===== config.mk =====
export PLATFORM = sky130hd
export DESIGN_NAME = bitstream_packer
export DESIGN_NICKNAME = d
export VERILOG_FILES = /design/src/rtl/bitstream_packer.sv
export SDC_FILE = /design/constraint.sdc
export NUM_CORES = 1
export LEC_CHECK = 0
export CELL_PAD_IN_SITES_DETAIL_PLACEMENT = 0
export CELL_PAD_IN_SITES_GLOBAL_PLACEMENT = 1
export CORE_UTILIZATION = 45
export DETAILED_ROUTE_END_ITERATION = 8
export GPL_TIMING_DRIVEN = 0
export PLACE_DENSITY_LB_ADDON = 0.08
export SYNTH_ARGS = -nofsm -noshare
export SYNTH_HDL_FRONTEND = slang
export SYNTH_SLANG_ARGS = --single-unit

===== constraint.sdc =====
create_clock -name top_clk -period 11.6 [get_ports top_clk]
set_input_delay 2.32 -clock top_clk [delete_from_list [all_inputs] [get_ports top_clk]]
set_output_delay 2.32 -clock top_clk [all_outputs]
set_load 0.1 [all_outputs]

===== src/rtl/bitstream_packer.sv =====
// bitstream_packer: expands flag-coded encoder lanes into a handshaked byte stream behind a command FIFO.
module bitstream_packer #(
  parameter int BP_BITSTREAM_WIDTH = 8,
  parameter int BP_FIFO_DEPTH      = 4,
  parameter int BP_COUNT_WIDTH     = 32
) (
  input  logic                          top_clk,
  input  logic                          top_reset,
  input  logic                          in_valid,
  input  logic [2:0]                    in_flag_1,
  input  logic [2:0]                    in_flag_2,
  input  logic [2:0]                    in_flag_3,
  input  logic [BP_BITSTREAM_WIDTH-1:0] in_bit_1_1,
  input  logic [BP_BITSTREAM_WIDTH-1:0] in_bit_1_2,
  input  logic [BP_BITSTREAM_WIDTH-1:0] in_bit_1_3,
  input  logic [BP_BITSTREAM_WIDTH-1:0] in_bit_1_4,
  input  logic [BP_BITSTREAM_WIDTH-1:0] in_bit_1_5,
  input  logic [BP_BITSTREAM_WIDTH-1:0] in_bit_2_1,
  input  logic [BP_BITSTREAM_WIDTH-1:0] in_bit_2_2,
  input  logic [BP_BITSTREAM_WIDTH-1:0] in_bit_2_3,
  input  logic [BP_BITSTREAM_WIDTH-1:0] in_bit_2_4,
  input  logic [BP_BITSTREAM_WIDTH-1:0] in_bit_2_5,
  input  logic [BP_BITSTREAM_WIDTH-1:0] in_bit_3_1,
  input  logic [BP_BITSTREAM_WIDTH-1:0] in_bit_3_2,
  input  logic [BP_BITSTREAM_WIDTH-1:0] in_bit_3_3,
  input  logic [BP_BITSTREAM_WIDTH-1:0] in_bit_3_4,
  input  logic [BP_BITSTREAM_WIDTH-1:0] in_bit_3_5,
  input  logic                          in_flag_last,
  output logic                          in_ready,
  output logic [BP_BITSTREAM_WIDTH-1:0] out_byte,
  output logic                          out_valid,
  input  logic                          out_ready,
  output logic                          out_frame_done,
  output logic [BP_COUNT_WIDTH-1:0]     out_byte_count,
  output logic                          out_err_flag,
  output logic                          out_err_overflow
);
  localparam int W  = BP_BITSTREAM_WIDTH;
  localparam int AW = $clog2(BP_FIFO_DEPTH);
  localparam int EW = 15 * W + 10;
  typedef enum logic [2:0] {IDLE, LOAD, EMIT_HEAD, EMIT_RUN, EMIT_TAIL4, EMIT_TAIL5, NEXT_LANE, FRAME_END} state_t;
  state_t state, nxt;
  logic [EW-1:0] mem [BP_FIFO_DEPTH];
  logic [AW:0] wp, rp;
  logic [EW-1:0] in_word, head;
  logic full, empty, wr, pop, acc;
  logic [2:0] head_f1, fl, nfl;
  logic [W-1:0] head_b3;
  logic cur_last;
  logic [2:0][2:0] cur_flag;
  logic [2:0][4:0][W-1:0] cur_bytes;
  logic [1:0] lane, nl;
  logic [2:0] idx;
  logic [W-1:0] run;
  function automatic logic has_bytes(input logic [2:0] f);
    return f != 3'd0 && f != 3'd4;
  endfunction
  assign in_word = {in_flag_last, in_flag_3, in_flag_2, in_flag_1,
                    in_bit_3_5, in_bit_3_4, in_bit_3_3, in_bit_3_2, in_bit_3_1,
                    in_bit_2_5, in_bit_2_4, in_bit_2_3, in_bit_2_2, in_bit_2_1,
                    in_bit_1_5, in_bit_1_4, in_bit_1_3, in_bit_1_2, in_bit_1_1};
  assign empty = wp == rp;
  assign full = (wp[AW] != rp[AW]) && (wp[AW-1:0] == rp[AW-1:0]);
  assign in_ready = !full;
  assign wr = in_valid && !full && (in_flag_last || in_flag_1 != 3'd0 || in_flag_2 != 3'd0 || in_flag_3 != 3'd0);
  assign head = mem[rp[AW-1:0]];
  assign head_f1 = head[15*W +: 3];
  assign head_b3 = head[2*W +: W];
  assign fl = cur_flag[lane];
  assign nl = lane + 2'd1;
  assign nfl = cur_flag[nl];
  assign out_valid = state inside {EMIT_HEAD, EMIT_RUN, EMIT_TAIL4, EMIT_TAIL5};
  assign acc = out_valid && out_ready;
  assign out_frame_done = state == FRAME_END;
  always_comb
    out_byte = state == EMIT_HEAD  ? cur_bytes[lane][idx] :
               state == EMIT_RUN   ? cur_bytes[lane][1] :
               state == EMIT_TAIL4 ? cur_bytes[lane][3] :
               state == EMIT_TAIL5 ? cur_bytes[lane][4] : '0;
  always_comb begin
    nxt = state;
    pop = 1'b0;
    case (state)
      IDLE:       nxt = (!empty || wr) ? LOAD : IDLE;
      LOAD: begin
        pop = 1'b1;
        nxt = has_bytes(head_f1) ? EMIT_HEAD : NEXT_LANE;
      end
      EMIT_HEAD:  if (acc) nxt = !fl[2] ? (idx == fl - 3'd1 ? NEXT_LANE : EMIT_HEAD) :
                                 run != '0 ? EMIT_RUN : fl != 3'd5 ? EMIT_TAIL4 : NEXT_LANE;
      EMIT_RUN:   if (acc && run == W'(1)) nxt = fl != 3'd5 ? EMIT_TAIL4 : NEXT_LANE;
      EMIT_TAIL4: if (acc) nxt = fl == 3'd7 ? EMIT_TAIL5 : NEXT_LANE;
      EMIT_TAIL5: if (acc) nxt = NEXT_LANE;
      NEXT_LANE:  nxt = lane != 2'd2 ? (has_bytes(nfl) ? EMIT_HEAD : NEXT_LANE) :
                        cur_last ? FRAME_END : !empty ? LOAD : IDLE;
      FRAME_END:  nxt = !empty ? LOAD : IDLE;
      default:    nxt = IDLE;
    endcase
  end
  always_ff @(posedge top_clk)
    if (wr) mem[wp[AW-1:0]] <= in_word;
  always_ff @(posedge top_clk or posedge top_reset)
    if (top_reset) begin
      state <= IDLE;
      wp <= '0;
      rp <= '0;
      cur_last <= 1'b0;
      cur_flag <= '0;
      cur_bytes <= '0;
      lane <= '0;
      idx <= '0;
      run <= '0;
      out_byte_count <= '0;
      out_err_flag <= 1'b0;
      out_err_overflow <= 1'b0;
    end else begin
      state <= nxt;
      wp <= wp + (AW+1)'(wr);
      rp <= rp + (AW+1)'(pop);
      out_err_overflow <= out_err_overflow || (in_valid && full);
      out_byte_count <= out_frame_done ? '0 : out_byte_count + BP_COUNT_WIDTH'(acc);
      if (state == LOAD) begin
        {cur_last, cur_flag, cur_bytes} <= head;
        lane <= '0;
        idx <= '0;
        run <= head_b3;
        out_err_flag <= out_err_flag || head_f1 == 3'd4;
      end else if (state == NEXT_LANE && lane != 2'd2) begin
        lane <= nl;
        idx <= '0;
        run <= cur_bytes[nl][2];
        out_err_flag <= out_err_flag || nfl == 3'd4;
      end
      if (state == EMIT_HEAD && acc) idx <= idx + 3'd1;
      if (state == EMIT_RUN && acc) run <= run - W'(1);
    end
endmodule


# After elaboration in Yosys (flattened, before gate mapping)
# Memory sizes are Yosys's and may differ from the RTL's.
# Cells that the tools add are included.
# Widths: inputs -> output; s select.
[word_totals] register_bits=186 latch_bits=0 ramBits=520 romBits=0 out_inout_bits=45 wordCells=138 mem_count=1
[classes] n_addsub=7 multipliers=0 n_div=0 order_cmp=3 eq_ne=23 shifts=0 mux=44 bitwise=0 n_reduce_logical=32
[mem_list] name="mem" words=4 width=130 read_ports=1 rd_clocked_by_memory_dff=0 wr=1 line_no="43" rtl="logic [EW-1:0] mem [BP_FIFO_DEPTH];"
[op_table] cell="$bmux 40 s2" count=2
[op_table] cell="$mux 8" count=8
[op_table] cell="$mux 3" count=16
[op_table] cell="$mux 40" count=1
[op_table] cell="$add 32x1->32" count=1
[op_table] cell="$mux 32" count=1
[op_table] cell="$bmux 8 s3" count=1
[op_table] cell="$mux 24" count=1
[op_table] cell="$pmux 3 s8" count=1
[op_table] cell="$eq 3x3->1 const B" count=7
[op_table] cell="$reduce_bool 3->1" count=7
[op_table] cell="$bmux 3 s2" count=2
[op_table] cell="$logic_and 1x1->1" count=11
[op_table] cell="$ne 2x2->1 const B" count=5
[op_table] cell="$ne 3x3->1 const B" count=3
[op_table] cell="$eq 8x1->1 const B" count=1
[op_table] cell="$mux 2" count=4
[op_table] cell="$reduce_bool 8->1" count=1
[op_table] cell="$sub 8x1->8 const B" count=1
[op_table] cell="$logic_or 1x1->1" count=7
[op_table] cell="$mux 1" count=7
[op_table] cell="$add 3x1->3" count=2
[op_table] cell="$eq 3x2->1 const B" count=2
[op_table] cell="$eq 3x3->1" count=2
[op_table] cell="other kinds (13)" count=15

# Depth between registers and ports, before layout
# Gate-level depths: netlist of the first run.
[depth] ltp_word=8 mapped_depth=13 ltp_nobuf=11

# Worst setup path after synthesis of the first run
# OpenSTA, ideal clock, no wires.
[synth_path] path_type="in2reg" from="in in_flag_3[1]" to="mem mem[1][0] in the netlist's numbering, enable pin" arrival_ps=12157 t_required_ps=10795 path_slack_ps=-1362 cell_stages=4 path_cell_list="nor4_1 > a31oi_1 > nand2_1 > nor3b_1"
[synth_between] elab_chain_cells=5
[synth_lines] item="start, declared" line_no="12" rtl="input logic [2:0] in_flag_3,"
[synth_lines] item="$reduce_bool 3->1" line_no="65" rtl="assign wr = in_valid && !full && (in_flag_last || in_flag_1 != 3'd0 || in_flag_2 != 3'd0 || in_flag_3 != 3'd0) ..."
[synth_lines] item="$logic_or 1x1->1" line_no="65"
[synth_lines] item="$logic_and 1x1->1" line_no="65"
[synth_lines] item="$mux 1" line_no="101" rtl="if (wr) mem[wp[AW-1:0]] <= in_word;"
[synth_lines] item="$mux 1 (implied by the code)" line_no="101"
[synth_lines] item="end, declared" line_no="43"
# Every way passes these cells.

# Final worst setup path of the first run
[layout_path] from="reg lane[1]" to="out out_byte[5]"
[layout_between] elab_chain_cells=6 word_cells_on_any_way=8 cone_classes="mux: 8"
[layout_lines] item="start, declared" line_no="52" rtl="logic [1:0] lane, nl;"
[layout_lines] item="start signal, assigned" line_no="129" rtl="lane <= nl;"
[layout_lines] item="$bmux 40 s2 (*)"
[layout_lines] item="$mux 40 (implied by the code) (*)" line_no="76, 79"
[layout_lines] item="parallel branches: the longest is 3 deep, another holds $bmux 8 s3"
[layout_lines] item="$mux 8 (*)" line_no="76" rtl="out_byte = state == EMIT_HEAD ? cur_bytes[lane][idx] :"
[layout_lines] item="end, declared" line_no="30" rtl="output logic [BP_BITSTREAM_WIDTH-1:0] out_byte,"
# Every way passes the cells marked *. The select of a mux whose other input is x is not followed.

==> results of run 1 <==
-- routing by layer --
metal	GRT usage (%)	vias up	routed length, microns
li1	-	7354	-
met1	31.8	8265	31600
met2	36.5	373	34100
met3	3.52	118	3000
met4	7.64	0	1970
met5	0	-	0
-- cells in the mapped netlist (all sizes together), types with 20 or more instances --
| cell | count | area, sq um |
|---|---|---|
| mux2i | 31 | 310 |
| buf | 29 | 154 |
| xnor2 | 22 | 193 |
| clkbuf | 66 | 248 |
| nor3 | 21 | 120 |
| nor2 | 59 | 224 |
| edfxtp | 520 | 15600 |
| nand2 | 440 | 1650 |
| dfrtp | 186 | 4650 |
| o21ai | 40 | 200 |
| mux2 | 25 | 282 |
| mux4 | 137 | 3090 |
| a22oi | 20 | 150 |
-- worst max-delay path, stage by stage (launching register included) --
cell             delay [ns]
dfrtp_1                0.38
buf_2                  0.25
nor2b_1                0.14
buf_2                  0.22
clkbuf_1               0.57
clkbuf_1               0.53
a22oi_1                0.14
nor2_1                 0.20
a31oi_1                0.06
o21ai_0                0.47
clkdlybuf4s50_1        1.24
-- how the worst min path moves through the flow --
stage,start,endpoint,depth (start not counted)
2_1_floorplan,cur_bytes[30]$_DFFE_PP0P_,cur_bytes[30]$_DFFE_PP0P_,2
3_3_place_gp,out_err_flag$_DFFE_PP0P_,out_err_flag$_DFFE_PP0P_,1
3_5_place_dp,cur_bytes[27]$_DFFE_PP0P_,cur_bytes[27]$_DFFE_PP0P_,2
4_1_cts,out_err_flag$_DFFE_PP0P_,out_err_flag$_DFFE_PP0P_,1
5_1_grt,cur_bytes[109]$_DFFE_PP0P_,cur_bytes[109]$_DFFE_PP0P_,2
6_report,out_err_flag$_DFFE_PP0P_,out_err_flag$_DFFE_PP0P_,1
-- final cells by class --
type                       instances  area (sq um)
timing repair buffer             204          2370
buffer                            95           402
fill                            5012         27600
clock inverter                    38           390
inverter                          18          76.3
clock buffer                     103          2170
tap                              837          1050
sequential                       706         20300
multi-input combinational        980          7710
-- cells by family after synthesis --
kind of cell | Yosys count
muxes | 193
DFF | 706
adders and majority gates | 17
AOI/OAI and AO/OA | 138
xor gates and xnor gates | 36
and+or+nand+nor | 596
buffers and inverters | 113
-- stage by stage --
step | cells | hold WS, ns | worst slack, ns | setup TNS [ns]
CTS | 2981 | 0.471 | 4.51 | 0
global placement | 2814 | 0.450 | -2.90 | -857.37
global route | 2981 | 0.487 | 4.33 | 0
detailed placement | 2840 | 0.459 | 5.18 | 0
floorplan | 1799 | 0.438 | 2.74 | 0
finish | 2981 | 0.467 | 4.47 | 0
-- registers in the layout, summed over array words and instances, names as in the netlist --
| signal | flops |
|---|---|
| mem | 520 |
| cur_bytes | 120 |
| out_byte_count | 32 |
| cur_flag | 9 |
| run | 8 |
| idx | 3 |
| rp | 3 |
| state | 3 |
| wp | 3 |
| lane | 2 |
| cur_last | 1 |
| out_err_flag | 1 |
| out_err_overflow | 1 |
-- power groups by stage --
stage / Sequential (W) / Combinational, W / Clock, W
after floorplan: 0.00383 / 0.00199 / 0
after CTS: 0.00378 / 0.00323 / 0.00250
after global placement: 0.00396 / 0.00305 / 0
after detailed placement: 0.00382 / 0.00322 / 0
after global routing: 0.00383 / 0.00344 / 0.00259
final: 0.00377 / 0.00317 / 0.00245
==> impl_metrics.csv, run 1 <==
group,metric,value,unit
run_status,run_status,"finished clean",
power_and_ir_drop,swShare,34.7,%
finish,area_growth,21.2,%
floorplanning,start_util,45.8,%
synthesis,yosys_warnings,0,
power_and_ir_drop,power_frac_comb,33.7,%
clock_tree,cts_hold_buffers,0,
grt,grt_pass1_wl,106000,microns
timing,worst_slew_pin_slew,1.25,ns
synthesis,synth_xor_xnor_area_share,1.11,%
route,drc,0,
placement,port_buffers,178,
synthesis,syn_inst,1799,
synthesis,synth.cell_area,28400,sq um
clock_tree,insertion_delay,0.61,ns
power_and_ir_drop,power_density,273,nW/um^2
clock_tree,clk_pin_slew,0.05,ns
floorplanning,core-area,62100,sq um
grt,grt_max_degree,108,
finish,final_cell_area,34400,sq um
critical_path,cp-startpoint,"lane[1]$_DFFE_PP0P_",
floorplanning,die_h,253,microns
finish,finalNetCount,2233,
synthesis,synth-simple-area-share,8.90,%
route,ant_nets,0,
finish,final_common_cell,"edfxtp_1",
power_and_ir_drop,fin_total_pwr,0.00939,W
clock_tree,clock_path_buffers,3,
critical_path,cp_data_required_time,9.28,ns
power_and_ir_drop,switchingPower,0.00326,W
timing,clock_skew,0.0181,ns
route,firstDrtPassIters,7,
critical_path,path_class,"reg2out",
grt,grt_pass1_vias,16800,
synthesis,synthAdderAreaFrac,0.749,%
timing,relSlewSlack,16.9,%
grt,grt_util_all_layers,22.7,%
synthesis,avgSynthCellArea,15.8,sq um
clock_tree,cts_tree,"built",
route,wl_per_cell,23.7,microns
route,drt_iter0_markers,1217,
critical_path,endpoint,"out_byte[5]",
clock_tree,post_cts_buffers,0,
synthesis,ys_ff_latch,706,
grt,grt_overflow_total,0,
finish,utilization,55.5,%
floorplanning,ioPinCount,179,
grt,antenna_found_initial,0,
power_and_ir_drop,ir_worst_vdd,0.264,mV
clock_tree,cts_made_buffers,77,
route,routed_wl,70600,microns
power_and_ir_drop,internal-power,0.00613,W
synthesis,synth_compound_area_share,3.29,%
synthesis,synth_top_family_by_area,"multiplexers",
finish,final_cell_mix,"edfxtp_1, nand2_1, dfrtp_1",
worst_hold_path,hp-class,"reg2reg",
power_and_ir_drop,pwr-share-seq,40.2,%
synthesis,ys_async_sr_fraction,26.3,%
critical_path,arrival,4.81,ns
synthesis,synth_nets,1950,
clock_tree,cts_root_buf,"clkbuf_16",
clock_tree,cts_sinks,706,
route,vias_per_cell,5.40,
critical_path,path_max_fanout,10,
critical_path,reg2reg_to,"out_byte_count[26]$_DFF_PP0_",
floorplanning,fp.dieArea,64100,sq um
timing,finalSetupViolations,0,
timing,max_freq,140,MHz
placement,dp_hpwl,49400,microns
timing,period_share,61.4,%
floorplanning,row_count,91,
critical_path,worstSetupEndpointType,"output pin",
placement,gp_congestion,0.866,
timing,finalCriticalPeriod,7.13,ns
clock_tree,post_cts_resized,0,
power_and_ir_drop,power.leakage,12.6,nW
synthesis,synth_top_flop_cell,"edfxtp_1",
critical_path,r2r_setup_slack,7.64,ns
finish,insertedDiodeCount,0,
placement,placed_area,31900,sq um
finish,drive_gt1_share,15.9,%
synthesis,synth-edff-count,520,
floorplanning,die-width,253,microns
critical_path,r2r_start,"state[1]$_DFFE_PP0P_",
timing,rsz0062_at_grt,"no",
synthesis,synth.distinct_cells,67,
timing,maxSlewViolCount,0,
clock_tree,htreeDepth,3,
route,vias,16100,
power_and_ir_drop,pwr-share-clk,26.1,%
critical_path,worst-r2r-cell-count,12,
timing,finalHoldViolations,0,
critical_path,startpoint_type,"flop",
synthesis,muxShareOfSynthArea,12.9,%
run,maxCapViolCount,0,
synthesis,seq_area_frac_synth,71.3,%
No activity file was read; power rests on OpenSTA's default activity.
==> run 2, diff against run 1 <==
Settings changed: CORE_UTILIZATION 45 to 50.
Clock period 11.6 ns to 6.8 ns, I/O delays scaled along.
==> impl_metrics.csv, run 2 (same netlist as run 1, synthesis figures left out) <==
group,metric,value,unit
run_status,run_status,"finished clean",
critical_path,worstSetupEndpointType,"output pin",
placement,dp.cells,2759,
route,ant_nets,0,
timing,finalSetupViolations,0,
finish,stdcell_count,2896,
clock_tree,clk_pin_slew,0.06,ns
critical_path,startpoint_type,"flop",
route,vias_per_cell,5.59,
clock_tree,cts_made_buffers,75,
critical_path,r2r_start,"state[1]$_DFFE_PP0P_",
finish,final_cell_area,34100,sq um
timing,clock_skew,0.0157,ns
placement,gp_congestion,0.911,
clock_tree,post_cts_buffers,0,
worst_hold_path,hp-class,"reg2reg",
route,wl_per_cell,23.5,microns
clock_tree,cts_hold_buffers,0,
timing,rsz0062_at_grt,"no",
finish,insertedDiodeCount,0,
clock_tree,insertion_delay,0.62,ns
clock_tree,cts_tree,"built",
timing,max_freq,163,MHz
route,drt_iter0_markers,1108,
finish,area_growth,20.2,%
timing,relSlewSlack,17.7,%
power_and_ir_drop,power_density,461,nW/um^2
grt,antenna_found_initial,0,
placement,port_buffers,178,
floorplanning,ioPinCount,179,
timing,finalCriticalPeriod,6.13,ns
timing,maxSlewViolCount,0,
critical_path,worst-r2r-cell-count,12,
clock_tree,htreeDepth,3,
power_and_ir_drop,power.leakage,12.5,nW
route,drc,0,
finish,finalNetCount,2231,
route,firstDrtPassIters,7,
critical_path,path_class,"reg2out",
floorplanning,row_count,87,
grt,grt_overflow_total,0,
clock_tree,post_cts_resized,0,
grt,grt_util_all_layers,24.4,%
grt,grt_pass1_wl,103000,microns
floorplanning,die_h,240,microns
floorplanning,core-area,56300,sq um
clock_tree,cts_root_buf,"clkbuf_16",
finish,largest_reg_flops,520,
grt,grt_max_degree,125,
critical_path,cp_data_required_time,5.44,ns
worst_hold_path,hold_path_depth,2,
grt,grt_pass1_vias,16500,
power_and_ir_drop,ir_worst_vdd,0.453,mV
route,routed_wl,68000,microns
finish,drive_gt1_share,15.7,%
critical_path,arrival,4.77,ns
finish,multi_input_area,7710,sq um
timing,worst_slew_pin_slew,1.23,ns
power_and_ir_drop,fin_total_pwr,0.0157,W
floorplanning,die-width,240,microns
finish,final_cell_mix,"edfxtp_1, nand2_1, dfrtp_1",
placement,placed_area,31800,sq um
clock_tree,cts_sinks,706,
critical_path,r2r_setup_slack,2.93,ns
worst_hold_path,min_from,"cur_bytes[28]$_DFFE_PP0P_",
floorplanning,fp.dieArea,57800,sq um
finish,final_common_cell,"edfxtp_1",
floorplanning,start_util,50.5,%
placement,dp_hpwl,47600,microns
worst_hold_path,hold-path-endpoint,"cur_bytes[28]$_DFFE_PP0P_",
timing,finalHoldViolations,0,
critical_path,reg2reg_to,"out_byte_count[26]$_DFF_PP0_",
run,maxCapViolCount,0,
clock_tree,clock_path_buffers,3,
finish,filler_cell_count,4333,
critical_path,path_max_fanout,10,
route,vias,16200,
finish,regArea,20300,sq um
timing,period_share,90.1,%
==> run 2: cell count changes in the layout (fill, tap and decap cells not counted), sizes merged <==
cell and change:
bufinv -2, clkbuf -7, clkinvlp -1, clkinv +4
inv +2
==> run 2: through the flow <==
stage               worst slack [ns]  TNS [ns]  util (%)  hold slack, ns
floorplan                      0.383         0         -           0.438
global placement               -2.51  -1526.15      55.4           0.456
detailed placement              1.35         0      56.4           0.462
CTS                            0.675         0      60.7           0.475
global route                   0.474         0      60.7           0.501
finish                         0.673         0      60.7           0.473
==> run 2: area by class of cell <==
cell class	instances	share of cell area (%)
multi-input cells	980	22.6
clock inverters	41	1.04
plain buffers	95	1.18
well taps	756	2.77
inverters	18	0.224
clock buffers	96	5.94
flip-flops and latches	706	59.4
repair buffers	204	6.90
==> run 2: how the worst max path moves through the flow <==
stage / start / end / slack (ns) / cells after the start
floorplan: top_reset / cur_bytes[0]$_DFFE_PP0P_ / 0.38 / 1
global placement: in_flag_last / mem[2][37]$_DFFE_PP_ / -2.51 / 7
detailed placement: lane[1]$_DFFE_PP0P_ / out_byte[7] / 1.35 / 8
CTS: lane[1]$_DFFE_PP0P_ / out_byte[7] / 0.68 / 8
global route: lane[1]$_DFFE_PP0P_ / out_byte[7] / 0.47 / 8
finish: lane[1]$_DFFE_PP0P_ / out_byte[7] / 0.67 / 8
==> run 2: layer usage <==
layer,vias to the layer above,wire (microns),global-route usage [%]
li1,7336,-,-
met1,8319,29800,34.8
met2,438,32800,38.6
met3,97,3700,3.96
met4,0,1700,7.89
met5,-,0,0
==> run 2: power breakdown <==
part | total [W] | internal, W | switching, W
logic | 0.00536 | 0.00205 | 0.00331
registers | 0.00643 | 0.00588 | 0.000548
clock network | 0.00396 | 0.00231 | 0.00165
total | 0.0157 | 0.0102 | 0.00551
==> run 2: critical path: stages (launching register included) <==
cell and delay [ns]:
dfrtp_1 0.36, buf_2 0.37, buf_2 0.42, buf_2 0.47
mux2i_1 0.55, o21ai_0 0.16, a222oi_1 0.40, o21ai_0 0.34
clkdlybuf4s50_1 1.08
